**src/rtl/scan_decoder_pkg.sv**
```systemverilog
// Shared types and helpers for the scan decoder family: select polarity,
// the per-edge action encoding, and the index-width rule.
package scan_pkg;

  localparam int SEL_ACTIVE_HIGH = 0;
  localparam int SEL_ACTIVE_LOW  = 1;

  typedef enum logic [1:0] {
    ACT_HOLD  = 2'd0,
    ACT_COUNT = 2'd1,
    ACT_STEP  = 2'd2,
    ACT_LOAD  = 2'd3
  } scan_act_e;

  // A one-position scan still needs a one-bit index port.
  function automatic int idx_width(input int n);
    int w;
    w = $clog2(n);
    return (w < 1) ? 1 : w;
  endfunction

endpackage

```
**src/rtl/scan_decoder_if.sv**
```systemverilog
// Control/status bundle of the scan decoder: scan controls in, index/select/wrap out.
interface scan_decoder_if
  import scan_pkg::*;
#(
  parameter int OUT_WIDTH = 4
) ();

  localparam int IDX_W = idx_width(OUT_WIDTH);

  logic                 en;
  logic                 load;
  logic [IDX_W-1:0]     load_idx;
  logic                 blank;
  logic [IDX_W-1:0]     idx;
  logic [OUT_WIDTH-1:0] out;
  logic                 wrap;

  modport master (
    output en, load, load_idx, blank,
    input  idx, out, wrap
  );

  modport slave (
    input  en, load, load_idx, blank,
    output idx, out, wrap
  );

endinterface

```
**src/rtl/scan_decoder_oprm.sv**
```systemverilog
// Combinational index-to-one-hot decoder; codes >= OUT_WIDTH decode to all-zero.
module decoder_oprm
  import scan_pkg::*;
#(
  parameter int OUT_WIDTH = 4
) (
  input  logic [idx_width(OUT_WIDTH)-1:0] sel,
  output logic [OUT_WIDTH-1:0]            dec
);

  localparam int IDX_W = idx_width(OUT_WIDTH);

  // one comparator per select line
  always_comb begin
    dec = {OUT_WIDTH{1'b0}};
    for (int i = 0; i < OUT_WIDTH; i++) begin
      dec[i] = (sel == IDX_W'(i));
    end
  end

endmodule

```
**src/rtl/scan_decoder.sv**
```systemverilog
// Prescaled scan counter with registered one-hot/one-cold select bus, blanking,
// synchronous index load and a wrap pulse for the downstream data mux.
module scan_decoder
  import scan_pkg::*;
#(
  parameter int OUT_WIDTH  = 4,
  parameter int DIV        = 4,
  parameter int ACTIVE_LOW = SEL_ACTIVE_HIGH
) (
  input  logic          clk,
  input  logic          rst,
  scan_decoder_if.slave bus
);

  localparam int IDX_W = idx_width(OUT_WIDTH);
  localparam int CNT_W = idx_width(DIV);

  localparam logic [CNT_W-1:0]     CNT_LAST = CNT_W'(DIV - 1);
  localparam logic [IDX_W-1:0]     IDX_LAST = IDX_W'(OUT_WIDTH - 1);
  localparam logic [IDX_W:0]       OUT_W_L  = (IDX_W + 1)'(OUT_WIDTH);
  localparam logic [OUT_WIDTH-1:0] POL_MASK = (ACTIVE_LOW == SEL_ACTIVE_LOW) ?
                                              {OUT_WIDTH{1'b1}} : {OUT_WIDTH{1'b0}};
  localparam logic [OUT_WIDTH-1:0] RST_OUT  = OUT_WIDTH'(1) ^ POL_MASK;

  logic [CNT_W-1:0]     cnt_r;
  logic [IDX_W-1:0]     idx_r;
  logic                 wrap_r;
  logic [OUT_WIDTH-1:0] out_r;

  scan_act_e            act_s;
  logic                 load_ok_s;
  logic [CNT_W-1:0]     cnt_nxt_s;
  logic [IDX_W-1:0]     idx_nxt_s;
  logic                 wrap_nxt_s;
  logic [OUT_WIDTH-1:0] dec_s;
  logic [OUT_WIDTH-1:0] out_nxt_s;

  // out-of-range load codes only clear the prescaler
  assign load_ok_s = ({1'b0, bus.load_idx} < OUT_W_L);

  // per-edge action selection (load > step > count/hold) and counter next state
  always_comb begin
    act_s      = ACT_HOLD;
    cnt_nxt_s  = cnt_r;
    idx_nxt_s  = idx_r;
    wrap_nxt_s = 1'b0;

    if (bus.load) begin
      act_s = ACT_LOAD;
    end else if (bus.en) begin
      act_s = (cnt_r == CNT_LAST) ? ACT_STEP : ACT_COUNT;
    end else begin
      act_s = ACT_HOLD;
    end

    case (act_s)
      ACT_LOAD: begin
        cnt_nxt_s = {CNT_W{1'b0}};
        if (load_ok_s) begin
          idx_nxt_s = bus.load_idx;
        end else begin
          idx_nxt_s = idx_r;
        end
      end
      ACT_STEP: begin
        cnt_nxt_s = {CNT_W{1'b0}};
        if (idx_r == IDX_LAST) begin
          idx_nxt_s  = {IDX_W{1'b0}};
          wrap_nxt_s = 1'b1;
        end else begin
          idx_nxt_s  = idx_r + IDX_W'(1);
          wrap_nxt_s = 1'b0;
        end
      end
      ACT_COUNT: begin
        cnt_nxt_s = cnt_r + CNT_W'(1);
      end
      ACT_HOLD: begin
        cnt_nxt_s = cnt_r;
      end
      default: begin
        cnt_nxt_s = cnt_r;
      end
    endcase
  end

  // decode the next-state index so out and idx update on the same edge
  decoder_oprm #(
    .OUT_WIDTH (OUT_WIDTH)
  ) u_dec (
    .sel (idx_nxt_s),
    .dec (dec_s)
  );

  // blank masking then polarity
  always_comb begin
    out_nxt_s = {OUT_WIDTH{1'b0}};
    if (bus.blank) begin
      out_nxt_s = POL_MASK;
    end else begin
      out_nxt_s = dec_s ^ POL_MASK;
    end
  end

  // prescaler, index, wrap and select registers
  always_ff @(posedge clk or posedge rst) begin
    if (rst) begin
      cnt_r  <= {CNT_W{1'b0}};
      idx_r  <= {IDX_W{1'b0}};
      wrap_r <= 1'b0;
      out_r  <= RST_OUT;
    end else begin
      cnt_r  <= cnt_nxt_s;
      idx_r  <= idx_nxt_s;
      wrap_r <= wrap_nxt_s;
      out_r  <= out_nxt_s;
    end
  end

  assign bus.idx  = idx_r;
  assign bus.out  = out_r;
  assign bus.wrap = wrap_r;

endmodule

```
**src/flat_wrapper.sv**
```systemverilog
// flat-port wrapper written by rule: the top's interface ports become plain ports
module scan_decoder_flat import scan_pkg::*;
#(
  parameter int OUT_WIDTH  = 4,
  parameter int DIV        = 4,
  parameter int ACTIVE_LOW = SEL_ACTIVE_HIGH
)
  (clk, rst, bus_en, bus_load, bus_load_idx, bus_blank, bus_idx, bus_out, bus_wrap);
  scan_decoder_if #(.OUT_WIDTH(OUT_WIDTH)) bus_i ();
  input  logic clk;
  input  logic rst;
  input wire logic [$bits(bus_i.en)-1:0] bus_en;
  input wire logic [$bits(bus_i.load)-1:0] bus_load;
  input wire logic [$bits(bus_i.load_idx)-1:0] bus_load_idx;
  input wire logic [$bits(bus_i.blank)-1:0] bus_blank;
  output wire logic [$bits(bus_i.idx)-1:0] bus_idx;
  output wire logic [$bits(bus_i.out)-1:0] bus_out;
  output wire logic [$bits(bus_i.wrap)-1:0] bus_wrap;
  assign bus_i.en = bus_en;
  assign bus_i.load = bus_load;
  assign bus_i.load_idx = bus_load_idx;
  assign bus_i.blank = bus_blank;
  assign bus_idx = bus_i.idx;
  assign bus_out = bus_i.out;
  assign bus_wrap = bus_i.wrap;
  scan_decoder #(.OUT_WIDTH(OUT_WIDTH), .DIV(DIV), .ACTIVE_LOW(ACTIVE_LOW)) u_core (.clk(clk), .rst(rst), .bus(bus_i));
endmodule
```
**config.mk**
```make
export PLATFORM = sky130hd
export DESIGN_NAME = scan_decoder_flat
export DESIGN_NICKNAME = d
export VERILOG_FILES = /design/src/rtl/scan_decoder_pkg.sv /design/src/rtl/scan_decoder_if.sv /design/src/rtl/scan_decoder_oprm.sv /design/src/rtl/scan_decoder.sv /design/src/flat_wrapper.sv
export SDC_FILE = /design/constraint.sdc
export NUM_CORES = 1
export LEC_CHECK = 0
export CAP_MARGIN = 0
export CELL_PAD_IN_SITES_DETAIL_PLACEMENT = 1
export CELL_PAD_IN_SITES_GLOBAL_PLACEMENT = 2
export CORE_MARGIN = 3
export CORE_UTILIZATION = 29
export DETAILED_ROUTE_END_ITERATION = 10
export GPL_TIMING_DRIVEN = 0
export PLACE_DENSITY = 0.79
export SYNTH_ARGS = -nofsm -noshare
export SYNTH_HDL_FRONTEND = slang
export SYNTH_SLANG_ARGS = --single-unit
```
**constraint.sdc**
```tcl
create_clock -name clk -period 2.72 [get_ports clk]
set_clock_uncertainty 0.15 [all_clocks]
set_input_delay 0.408 -clock clk [delete_from_list [all_inputs] [get_ports clk]]
set_output_delay 0.408 -clock clk [all_outputs]
set_load 0.1 [all_outputs]
```
==> results_dict.tcl <==
set metrics [dict create \
    diodes 0 \
    drtIter0Drc 3 \
    tightestPinTransition_ns 0.9838 \
    placement.io_buffers 13 \
    reg2reg_from "u_core.bus.idx[0]" \
    p_per_area_mw_per_mm2 594.9 \
    max_clock_freq_mhz 404.6 \
    fin_crit_sh_pct 90.87 \
    place.gp.congestion 0.6181 \
    setup_violations 0 \
    cp_max_fo 1 \
    rsz0062_at_grt "no" \
    ys_warn_count 0 \
    period_minus_slack_ns 2.472 \
    coreArea_mm2 0.001334 \
    ys_seq_area_share_pct 53.71 \
    total_power_uw 355.0 \
    critPathLaunchType "flop" \
    slew_headroom_pct 34.20 \
    syn_area_um2 421.7 \
    yosysTopAreaCell "dfrtp_1" \
    io_pins 14 \
    hold_buffers 0 \
    ctsHtreeMaxLevel 1 \
    synth.avg_cell_area_um2 13.60 \
    clockBufferDepth 2 \
    path_class "flop to output pin" \
    numCtsBuffers 3 \
    core.rowCount 13 \
    die_h_um 44.13 \
    grtUsageTotal_pct 10.70 \
    ctsResizeCount 0 \
    antenna_found_initial 0 \
    die_w_um 44.13 \
    grt_pass1_vias 336 \
    crit_path_top_delay_cell "clkdlybuf4s50_1" \
    overflow 0 \
    finalHoldViolCount 0 \
    end_kind "output pin" \
    clk_latency_ns 0.26 \
    slew_violations 0 \
    required_ns 2.16 \
    synthTopCellsByArea "dfrtp_1 47%, dfstp_2 6.2%, ha_1 5.9%" \
    dieArea_mm2 0.001947 \
    synth_seq_cells 9 \
    cts_tree "yes" \
    final_cell_mix "13 x clkdlybuf4s50_1, 8 x dfrtp_1, 3 x nand2b_1, 3 x clkbuf_4" \
    outcome "finished clean" \
    cts_setup_buffers 0 \
    cts_sinks 9 \
    synthDistinctLibCells 18 \
    hpwl_um 733 \
    ant_nets 0 \
    crit_path_cell_trace "clkdlybuf4s50_1" \
    cts_root_buf "clkbuf_4" \
    ir_drop_uv 264.9 \
    synthCells 31 \
    cap_violations 0 \
    grt_first_pass_wirelength_um 1435 \
    arrival_ns 1.91 \
    final_common_cell "clkdlybuf4s50_1" \
    num_vias 296 \
    max_stage_delay_ns 1.13 \
    worstReg2RegEnd "u_core.bus.out[3]" \
    synth.top_cell.area_share_pct 47.48 \
    synth_fp_nets 40 \
    grt_max_degree 10 \
    p_leak_nw 0.2622 \
    path_clk_slew_ns 0.07 \
    n_fill_cell 141 \
    crit_family "buffers and inverters" \
    viasPerCell 4.698 \
    start_util_pct 31.61 \
    area_growth_pct 41.54 \
    critical_path_buf_inv_count 1 \
    nNetsFinal 58 \
    min_path_type "input pin to asynchronous set/reset pin" \
    final_layout_size_suffix_gt1_share_pct 18.75 \
    setup_tns_ns 0 \
    routed_wl_um 887 \
    drt-pass1-iter-count 2 \
    wl_per_cell_um 14.08 \
    rrSetupSlack_ns 1.03 \
    drc 0 \
    rr_worst_depth 4 \
]
-- state kept, by name, indices dropped and copies added (netlist names) --
register	cells
u_core.bus.out	4
u_core.bus.idx	2
u_core.cnt_r	2
u_core.bus.wrap	1
-- synth_stat cells (all sizes together) --
cell,instances
a21boi,2
a21oi,1
and3,1
and3b,1
and4b,1
and4bb,1
dfrtp,8
dfstp,1
ha,2
inv,1
mux2i,1
nand2b,3
nand3b,1
nor2,2
nor3,1
nor3b,2
o31a,2
-- where the power goes --
part | switching, mW | internal [mW]
clock network | 0.0477 | 0.0565
registers | 0.00504 | 0.143
logic | 0.0698 | 0.0329
total | 0.122 | 0.233
-- layout make-up --
class / count / area [µm²] / share of cell area [%]
clock buffer: 4 / 26.28 / 4.403
multi-input combinational: 21 / 191.4 / 32.08
inverter: 1 / 3.754 / 0.6289
sequential: 9 / 226.5 / 37.95
tap: 15 / 18.77 / 3.145
timing repair buffer: 13 / 130.1 / 21.80
-- logic make-up after synthesis --
logic type / after synthesis / share of synthesized area (%)
flops: 9 / 53.71
fa+ha+maj: 2 / 5.934
buf+inv: 1 / 0.8894
compound gates: 5 / 10.98
simple gates: 13 / 26.12
mux: 1 / 2.374
-- worst max path at each step --
stage	startpoint	to	slack [ns]	depth (start not counted)
2_1_floorplan	u_core.bus.idx[0]	u_core.bus.out[3]	0.50	4
3_3_place_gp	u_core.bus.out[0]	bus_out[0]	0.54	1
3_5_place_dp	u_core.bus.out[0]	bus_out[0]	0.51	1
4_1_cts	u_core.bus.out[0]	bus_out[0]	0.23	1
5_1_grt	u_core.bus.out[0]	bus_out[0]	0.21	1
6_report	u_core.bus.out[0]	bus_out[0]	0.25	1
-- per-layer routing --
layer	global-route usage (%)	wire length (µm)	up-vias
li1	-	-	145
met1	8.838	299	143
met2	20.64	541	6
met3	3.659	37	2
met4	7.229	8	0
met5	0	0	-
-- stage by stage --
stage | util (%) | cells | cell area, µm² | setup WS (ns) | hold WS (ns)
CTS | 44.75 | 63 | 596.8 | 0.2250 | 0.2665
global placement | 42.78 | 59 | 570.5 | 0.5436 | 0.3768
floorplan | - | 31 | 421.7 | 0.4977 | 0.08520
global route | 44.75 | 63 | 596.8 | 0.2124 | 0.2872
finish | 44.75 | 63 | 596.8 | 0.2484 | 0.2578
detailed placement | 42.78 | 59 | 570.5 | 0.5134 | 0.4003
(Power assumes the default switching activity.)
